===== src/rtl/fifo_param.sv =====
// fifo_param: parametrised single-clock FIFO with occupancy count, flush,
// overflow/underflow pulses and almost-full/almost-empty flags.
// Optional macro FIFO_FWFT_EN: first-word-fall-through read (head word is
// presented combinationally); default build is a registered 1-cycle read.
// Thresholds: AF_THRESH in 1..DEPTH, AE_THRESH in 0..DEPTH-1.
module fifo_param #(
  parameter int DATA_WIDTH = 8,
  parameter int ADDR_WIDTH = 4,
  parameter int AF_THRESH  = (2**ADDR_WIDTH) - 2,
  parameter int AE_THRESH  = 2
) (
  input  logic                  clk,
  input  logic                  reset,
  input  logic                  flush,
  input  logic [DATA_WIDTH-1:0] wr_data,
  input  logic                  write,
  input  logic                  read,
  output logic [DATA_WIDTH-1:0] re_data,
  output logic [ADDR_WIDTH:0]   count,
  output logic                  overflow,
  output logic                  underflow,
  output logic                  Full,
  output logic                  Almost_Full,
  output logic                  Empty,
  output logic                  Almost_empty
);
  localparam int DEPTH = 2**ADDR_WIDTH;
  localparam logic [ADDR_WIDTH:0] DEPTH_C = {1'b1, {ADDR_WIDTH{1'b0}}};
  localparam logic [ADDR_WIDTH:0] AF_C    = AF_THRESH[ADDR_WIDTH:0];
  localparam logic [ADDR_WIDTH:0] AE_C    = AE_THRESH[ADDR_WIDTH:0];

  logic [DATA_WIDTH-1:0] mem [DEPTH];
  logic [ADDR_WIDTH-1:0] wr_ptr, rd_ptr;
  logic [ADDR_WIDTH:0]   cnt_q;
  logic                  rd_ok, wr_ok;

  // A read needs data present; a write at full is fine if a read frees a slot
  // on the same edge. A read at empty never borrows the simultaneous write.
  assign rd_ok = read & (cnt_q != '0);
  assign wr_ok = write & ((cnt_q != DEPTH_C) | rd_ok);

  assign count        = cnt_q;
  assign Full         = (cnt_q == DEPTH_C);
  assign Empty        = (cnt_q == '0);
  assign Almost_Full  = (cnt_q >= AF_C);
  assign Almost_empty = (cnt_q <= AE_C);

  // Storage write; contents survive reset and flush on purpose.
  always_ff @(posedge clk) begin
    if (reset && !flush && wr_ok) mem[wr_ptr] <= wr_data;
  end

  // Pointers, occupancy and rejection pulses; reset beats flush beats traffic.
  always_ff @(posedge clk) begin
    if (!reset) begin
      wr_ptr    <= '0;
      rd_ptr    <= '0;
      cnt_q     <= '0;
      overflow  <= 1'b0;
      underflow <= 1'b0;
    end else if (flush) begin
      wr_ptr    <= '0;
      rd_ptr    <= '0;
      cnt_q     <= '0;
      overflow  <= 1'b0;
      underflow <= 1'b0;
    end else begin
      if (wr_ok) wr_ptr <= wr_ptr + 1'b1;
      if (rd_ok) rd_ptr <= rd_ptr + 1'b1;
      case ({wr_ok, rd_ok})
        2'b10:   cnt_q <= cnt_q + 1'b1;
        2'b01:   cnt_q <= cnt_q - 1'b1;
        default: cnt_q <= cnt_q;
      endcase
      overflow  <= write & ~wr_ok;
      underflow <= read & ~rd_ok;
    end
  end

`ifdef FIFO_FWFT_EN
  // Head word is always on the output; undefined content while Empty.
  assign re_data = mem[rd_ptr];
`else
  // Registered read: output updates only on an accepted read, else holds.
  always_ff @(posedge clk) begin
    if (!reset)                re_data <= '0;
    else if (!flush && rd_ok)  re_data <= mem[rd_ptr];
  end
`endif

endmodule


===== config.mk =====
export PLATFORM = sky130hd
export DESIGN_NAME = fifo_param
export DESIGN_NICKNAME = d
export VERILOG_FILES = /design/src/rtl/fifo_param.sv
export SDC_FILE = /design/constraint.sdc
export NUM_CORES = 1
export LEC_CHECK = 0
export CAP_MARGIN = 15
export CORE_UTILIZATION = 55
export DETAILED_ROUTE_END_ITERATION = 12
export PLACE_DENSITY = 0.72
export SYNTH_ARGS = -nofsm -noshare
export SYNTH_HDL_FRONTEND = slang
export SYNTH_SLANG_ARGS = --single-unit
export TNS_END_PERCENT = 1

===== constraint.sdc =====
create_clock -name clk -period 3.1 [get_ports clk]
set_input_delay 0.775 -clock clk [delete_from_list [all_inputs] [get_ports clk]]
set_output_delay 0.775 -clock clk [all_outputs]
set_load 0.1 [all_outputs]

Word-level counts from Yosys, hierarchy flattened

Memories as Yosys holds them, arrays and structs flattened. A register that Yosys moved wholly into a read port is not among the register bits.
Cells that the tools add are included.

Reductions and logical operators: 9
Muxes and demuxes: 3
Add/subtract/negate cells: 4
Bitwise gates (word level): 8
Eq/ne operators: 4
Magnitude comparators: 2

Operator list:

| cell                | count |
|---|---|
| $pmux 5 s2          | 1 |
| $add 4x1->4 const B | 2 |
| $add 5x1->5 const B | 1 |
| $eq 5x5->1 const B  | 1 |
| $ge 5x4->1 const B  | 1 |
| $le 5x2->1 const B  | 1 |
| $logic_not 5->1     | 1 |
| $ne 5x5->1 const B  | 1 |
| $reduce_bool 5->1   | 1 |
| $sub 5x1->5 const B | 1 |
| $and 1x1->1         | 4 |
| $logic_and 1x1->1   | 3 |
| $not 1->1           | 3 |
| $eq 2x1->1 const B  | 1 |
| $eq 2x2->1 const B  | 1 |
| $logic_not 1->1     | 2 |
| $mux 1              | 2 |
| $reduce_bool 2->1   | 1 |
| $reduce_or 2->1     | 1 |
| $or 1x1->1          | 1 |

Bits of input ports: 13
Output and inout port bits: 19
Flip-flop bits (word level): 15
Memories kept: 1
Memory bits (writable): 128

Memory list:

| name | depth | width | rd ports | clocked after Yosys merged registers in | write ports | line | source |
|---|---|---|---|---|---|---|---|
| mem  | 16    | 8     | 1        | 1                                       | 1           | 32   | `logic [DATA_WIDTH-1:0] mem [DEPTH];` |

Longest topological paths before layout

Word-level depth: 7
Depth in mapped cells: 8
Mapped depth without buffers: 7

Worst setup path after synthesis

Ideal clock, no wire load.

Kind: flip-flop to output port
Start: reg cnt_q[4] (netlist: count[4])
End: out Almost_empty
Arrival: 5.615 ns
Buffers on the path: 1
Cell stages (with the launch flop): 3
Required time: 2.325 ns
Setup slack: -3.290 ns
Cells stage by stage: dfxtp_1 -> buf_4 -> a2111oi_0

Cells in the longest elaborated chain, start to end: 1

RTL lines:

| what                     | line | source |
|---|---|---|
| start: declaration       | 34   | `logic [ADDR_WIDTH:0] cnt_q;` |
| start signal: assignment | 71   | `2'b10: cnt_q <= cnt_q + 1'b1;` |
| start signal: assignment | 72   | `2'b01: cnt_q <= cnt_q - 1'b1;` |
| start signal: assignment | 73   | `default: cnt_q <= cnt_q;` |
| $le 5x2->1               | 46   | `assign Almost_empty = (cnt_q <= AE_C);` |
| end: declaration         | 25   | `output logic Almost_empty` |

Every way passes these cells.

Worst setup path in the final report

Start: reg cnt_q[0] (netlist: count[0])
End: out Empty

Cells in the longest elaborated chain, start to end: 1

RTL lines:

| what             | line | source |
|---|---|---|
| $logic_not 5->1  | 44   | `assign Empty = (cnt_q == '0);` |
| end: declaration | 24   | `output logic Empty,` |

Every way passes these cells.

==> metrics.txt <==
# TYPE chip_impl_metric gauge
chip_impl_metric{name="postSynthRegisterBits",unit=""} 151
chip_impl_info{name="r2r-end",value="count[4]$_SDFFE_PP0P_"} 1
chip_impl_metric{name="ctsLongestPathBuffers",unit=""} 2
chip_impl_metric{name="remaining_drc_errors",unit=""} 0
chip_impl_metric{name="grt_first_pass_wirelength",unit="mm"} 19.2
chip_impl_metric{name="post_synth_edffs",unit=""} 128
chip_impl_metric{name="multi_input_comb_area",unit="sq um"} 1760
chip_impl_metric{name="numCtsBuffers",unit=""} 17
chip_impl_metric{name="area_delta_synth_final",unit="%"} 19.0
chip_impl_info{name="outcome",value="finished clean"} 1
chip_impl_metric{name="timing.final.hold_violations",unit=""} 0
chip_impl_metric{name="drtPass1Iterations",unit=""} 4
chip_impl_metric{name="htree_num_levels",unit=""} 4
chip_impl_metric{name="hold_ws",unit="ps"} 546
chip_impl_metric{name="final-max-slew-violation-count",unit=""} 0
chip_impl_metric{name="routed_wl",unit="mm"} 12.5
chip_impl_metric{name="placed_cell_area",unit="sq um"} 6730
chip_impl_metric{name="first_global_vias",unit=""} 3482
chip_impl_info{name="timing.critical_path.from_type",value="flop"} 1
chip_impl_metric{name="synth.yosys.seq_area_share",unit="%"} 69.8
chip_impl_metric{name="cts_setup_buffers",unit=""} 0
chip_impl_metric{name="critical_path_peak_fanout",unit=""} 10
chip_impl_metric{name="floorplan.initialDensity",unit="%"} 56.6
chip_impl_metric{name="critPathRequiredTime",unit="ps"} 2320
chip_impl_metric{name="nets",unit=""} 482
chip_impl_metric{name="synth_cell_types",unit=""} 42
chip_impl_metric{name="power_density",unit="nW/um^2"} 613
chip_impl_metric{name="floorplan.die_area",unit="sq um"} 11600
chip_impl_metric{name="met2_length",unit="mm"} 6.10
chip_impl_metric{name="seq_area",unit="sq um"} 4310
chip_impl_info{name="timing.critical_path.to_type",value="primary output"} 1
chip_impl_metric{name="grt_antenna_before_repair",unit=""} 0
chip_impl_metric{name="timing.reg2reg.setup_slack",unit="ps"} 440
chip_impl_metric{name="worstPathArrival",unit="ps"} 2090
chip_impl_metric{name="leakage",unit="nW"} 2.44
chip_impl_metric{name="number_of_nets_produced_by_synthesis",unit=""} 430
chip_impl_metric{name="post_cts.resized_instances",unit=""} 0
chip_impl_metric{name="clock_insertion_delay_worst_skew",unit="ps"} 530
chip_impl_metric{name="final_layout_size_suffix_gt1_share",unit="%"} 18.6
chip_impl_metric{name="grt_overflow",unit=""} 0
chip_impl_metric{name="worst_pin_slew",unit="ps"} 687
chip_impl_metric{name="floorplan.core_area",unit="sq um"} 10900
chip_impl_metric{name="chipHeight",unit="um"} 108
chip_impl_metric{name="mappedNetlistArea",unit="sq um"} 6160
chip_impl_metric{name="async_reset_ff_share",unit="%"} 0
chip_impl_metric{name="placementRows",unit=""} 38
chip_impl_info{name="tritoncts",value="yes"} 1
chip_impl_metric{name="max_cap_violations",unit=""} 0
chip_impl_metric{name="place.gp.congestion",unit=""} 0.817
chip_impl_metric{name="hold_buffers",unit=""} 0
chip_impl_metric{name="timing.clock.skew",unit="ps"} 9.27
chip_impl_metric{name="final.min_clock_period",unit="ps"} 2860
chip_impl_metric{name="vias_per_cell",unit=""} 5.80
chip_impl_metric{name="vdd.ir_drop.worst",unit="uV"} 391
chip_impl_metric{name="r2r_cells",unit=""} 7
chip_impl_metric{name="clk_transition_reported_paths",unit="ps"} 60
chip_impl_metric{name="place_hpwl",unit="mm"} 8.01
chip_impl_metric{name="number_of_sinks_driven_by_the_clock_tree",unit=""} 151
chip_impl_metric{name="timing.hold.worst_path_depth",unit=""} 2
chip_impl_metric{name="design.portCount",unit=""} 32
chip_impl_metric{name="route.detailed.wl_per_inst",unit="um"} 20.4
chip_impl_metric{name="postLayoutCoreUtil",unit="%"} 67.3
chip_impl_info{name="path_class",value="flop to primary output"} 1
chip_impl_metric{name="wl_met1",unit="mm"} 5.64
chip_impl_info{name="grt_setup_unrepaired",value="no"} 1
chip_impl_metric{name="syn_avg_cell_area",unit="sq um"} 15.1
chip_impl_info{name="hp-class",value="flop to flop"} 1
chip_impl_metric{name="grt_use_total",unit="%"} 23.5
chip_impl_metric{name="largest_net_degree_at_the_start_of_global_routing",unit=""} 38
chip_impl_metric{name="max_freq",unit="MHz"} 349
chip_impl_metric{name="setup_viol",unit=""} 0
chip_impl_metric{name="synthCells",unit=""} 408
chip_impl_info{name="most-common-layout-cells",value="sky130_fd_sc_hd__edfxtp_1, sky130_fd_sc_hd__mux2i_1, sky130_fd_sc_hd__buf_4"} 1
chip_impl_info{name="highest-signal-layer",value="met4"} 1
chip_impl_metric{name="chipWidth",unit="um"} 108
chip_impl_info{name="mostFrequentLayoutCell",value="sky130_fd_sc_hd__edfxtp_1"} 1
chip_impl_metric{name="filler_cell_count",unit=""} 772
chip_impl_metric{name="antenna_left",unit=""} 0
chip_impl_info{name="worstReg2RegStart",value="count[4]$_SDFFE_PP0P_"} 1
chip_impl_metric{name="vias",unit=""} 3558
chip_impl_metric{name="slew_headroom",unit="%"} 54.0
chip_impl_info{name="ctsRootBufferMaster",value="sky130_fd_sc_hd__clkbuf_8"} 1
chip_impl_info{name="critical_path.startpoint",value="count[0]$_SDFFE_PP0P_"} 1
chip_impl_metric{name="buffer_ports.inserted",unit=""} 31
chip_impl_metric{name="drt_first_iter_violations",unit=""} 269
chip_impl_info{name="end_point_of_the_critical_path",value="Empty"} 1
chip_impl_metric{name="finalCritPeriodShare",unit="%"} 92.3
chip_impl_metric{name="n_antenna_cell",unit=""} 0
chip_impl_info{name="synth_flop_cell",value="sky130_fd_sc_hd__edfxtp_1"} 1
chip_impl_metric{name="synthesis.yosys.warnings",unit=""} 0
chip_impl_metric{name="finish.instance_area",unit="sq um"} 7330
chip_impl_metric{name="wl_met3",unit="um"} 634
critical path, cell delays in order, from the launching register on:
cell,delay (ps)
sky130_fd_sc_hd__dfxtp_1,430
sky130_fd_sc_hd__or4_4,690
sky130_fd_sc_hd__nor2_1,230
sky130_fd_sc_hd__buf_12,210
cell usage after synthesis, types with 3 or more instances:
library cell	instances	area, sq um
sky130_fd_sc_hd__nor2_1	22	82.6
sky130_fd_sc_hd__dfxtp_1	23	460
sky130_fd_sc_hd__nand2_1	14	52.6
sky130_fd_sc_hd__or3b_2	3	26.3
sky130_fd_sc_hd__buf_2	9	45.0
sky130_fd_sc_hd__nor3_1	7	35.0
sky130_fd_sc_hd__o21ai_0	8	40.0
sky130_fd_sc_hd__o22ai_1	32	200
sky130_fd_sc_hd__mux2i_1	71	711
sky130_fd_sc_hd__nand3_1	5	25.0
sky130_fd_sc_hd__inv_1	4	15.0
sky130_fd_sc_hd__clkbuf_1	9	33.8
sky130_fd_sc_hd__nor4_1	9	56.3
sky130_fd_sc_hd__edfxtp_1	128	3840
sky130_fd_sc_hd__xor2_1	4	35.0
sky130_fd_sc_hd__a21oi_1	10	50.1
sky130_fd_sc_hd__nand3b_1	4	30.0
sky130_fd_sc_hd__nand2b_1	7	43.8
sky130_fd_sc_hd__ha_1	8	100
registers in the layout, indices dropped and copies added, names as in the netlist:
signal,count
underflow,1
rd_ptr,4
wr_ptr,4
mem,128
count,5
overflow,1
re_data,8
kinds of logic (layout without fill, tap and decap cells):
group                    after synthesis  in the layout  share of synthesized area [%]
multiplexers                          72             72                           11.9
AO/OA/AOI/OAI                         67             67                           7.06
XOR/XNOR                               6              6                          0.853
AND/OR/NAND/NOR                       76             76                           6.33
buffers and inverters                 27             92                           2.07
flip-flops                           151            151                           69.8
adder cells (fa/ha/maj)                9              9                           1.95
final cells by class:
class                           instances  area share (%)
Timing Repair Buffer                   56            6.48
Inverter                                4           0.205
Multi-Input combinational cell        230            24.0
Clock inverter                         15            2.53
Tap cell                              140            2.39
Clock buffer                           17            5.65
Sequential cell                       151            58.8
report_power, final:
part	switching, mW	internal (mW)	total, mW
Clock	0.866	1.18	2.05
Sequential	0.0123	2.21	2.22
Combinational	0.156	0.0676	0.224
Total	1.03	3.46	4.50
layer usage:
layer  global-route usage [%]  up-vias
met2                     38.6       99
met1                     31.3     1752
met5                        0        -
met3                     5.02       11
li1                         -     1696
met4                     7.53        0
worst min path at each step:
stage	end	slack, ps	start
2_1_floorplan	wr_ptr[1]$_SDFFE_PP0P_	540	wr_ptr[1]$_SDFFE_PP0P_
3_3_place_gp	re_data[3]$_SDFFE_PN0P_	530	re_data[3]$_SDFFE_PN0P_
3_5_place_dp	re_data[1]$_SDFFE_PN0P_	540	re_data[1]$_SDFFE_PN0P_
4_1_cts	re_data[1]$_SDFFE_PN0P_	540	re_data[1]$_SDFFE_PN0P_
5_1_grt	re_data[1]$_SDFFE_PN0P_	590	re_data[1]$_SDFFE_PN0P_
6_report	re_data[5]$_SDFFE_PN0P_	550	re_data[5]$_SDFFE_PN0P_
per-stage QoR:
stage	total power, mW	setup WS (ps)	cells	setup TNS [ps]
final	4.50	237	613	0
after CTS	4.51	12.6	613	0
after detailed placement	2.49	83.8	581	0
after global routing	4.62	162	613	0
after global placement	2.48	166	581	0
after floorplan	2.40	-488	408	-975
Power figures use the tool's default switching activity.
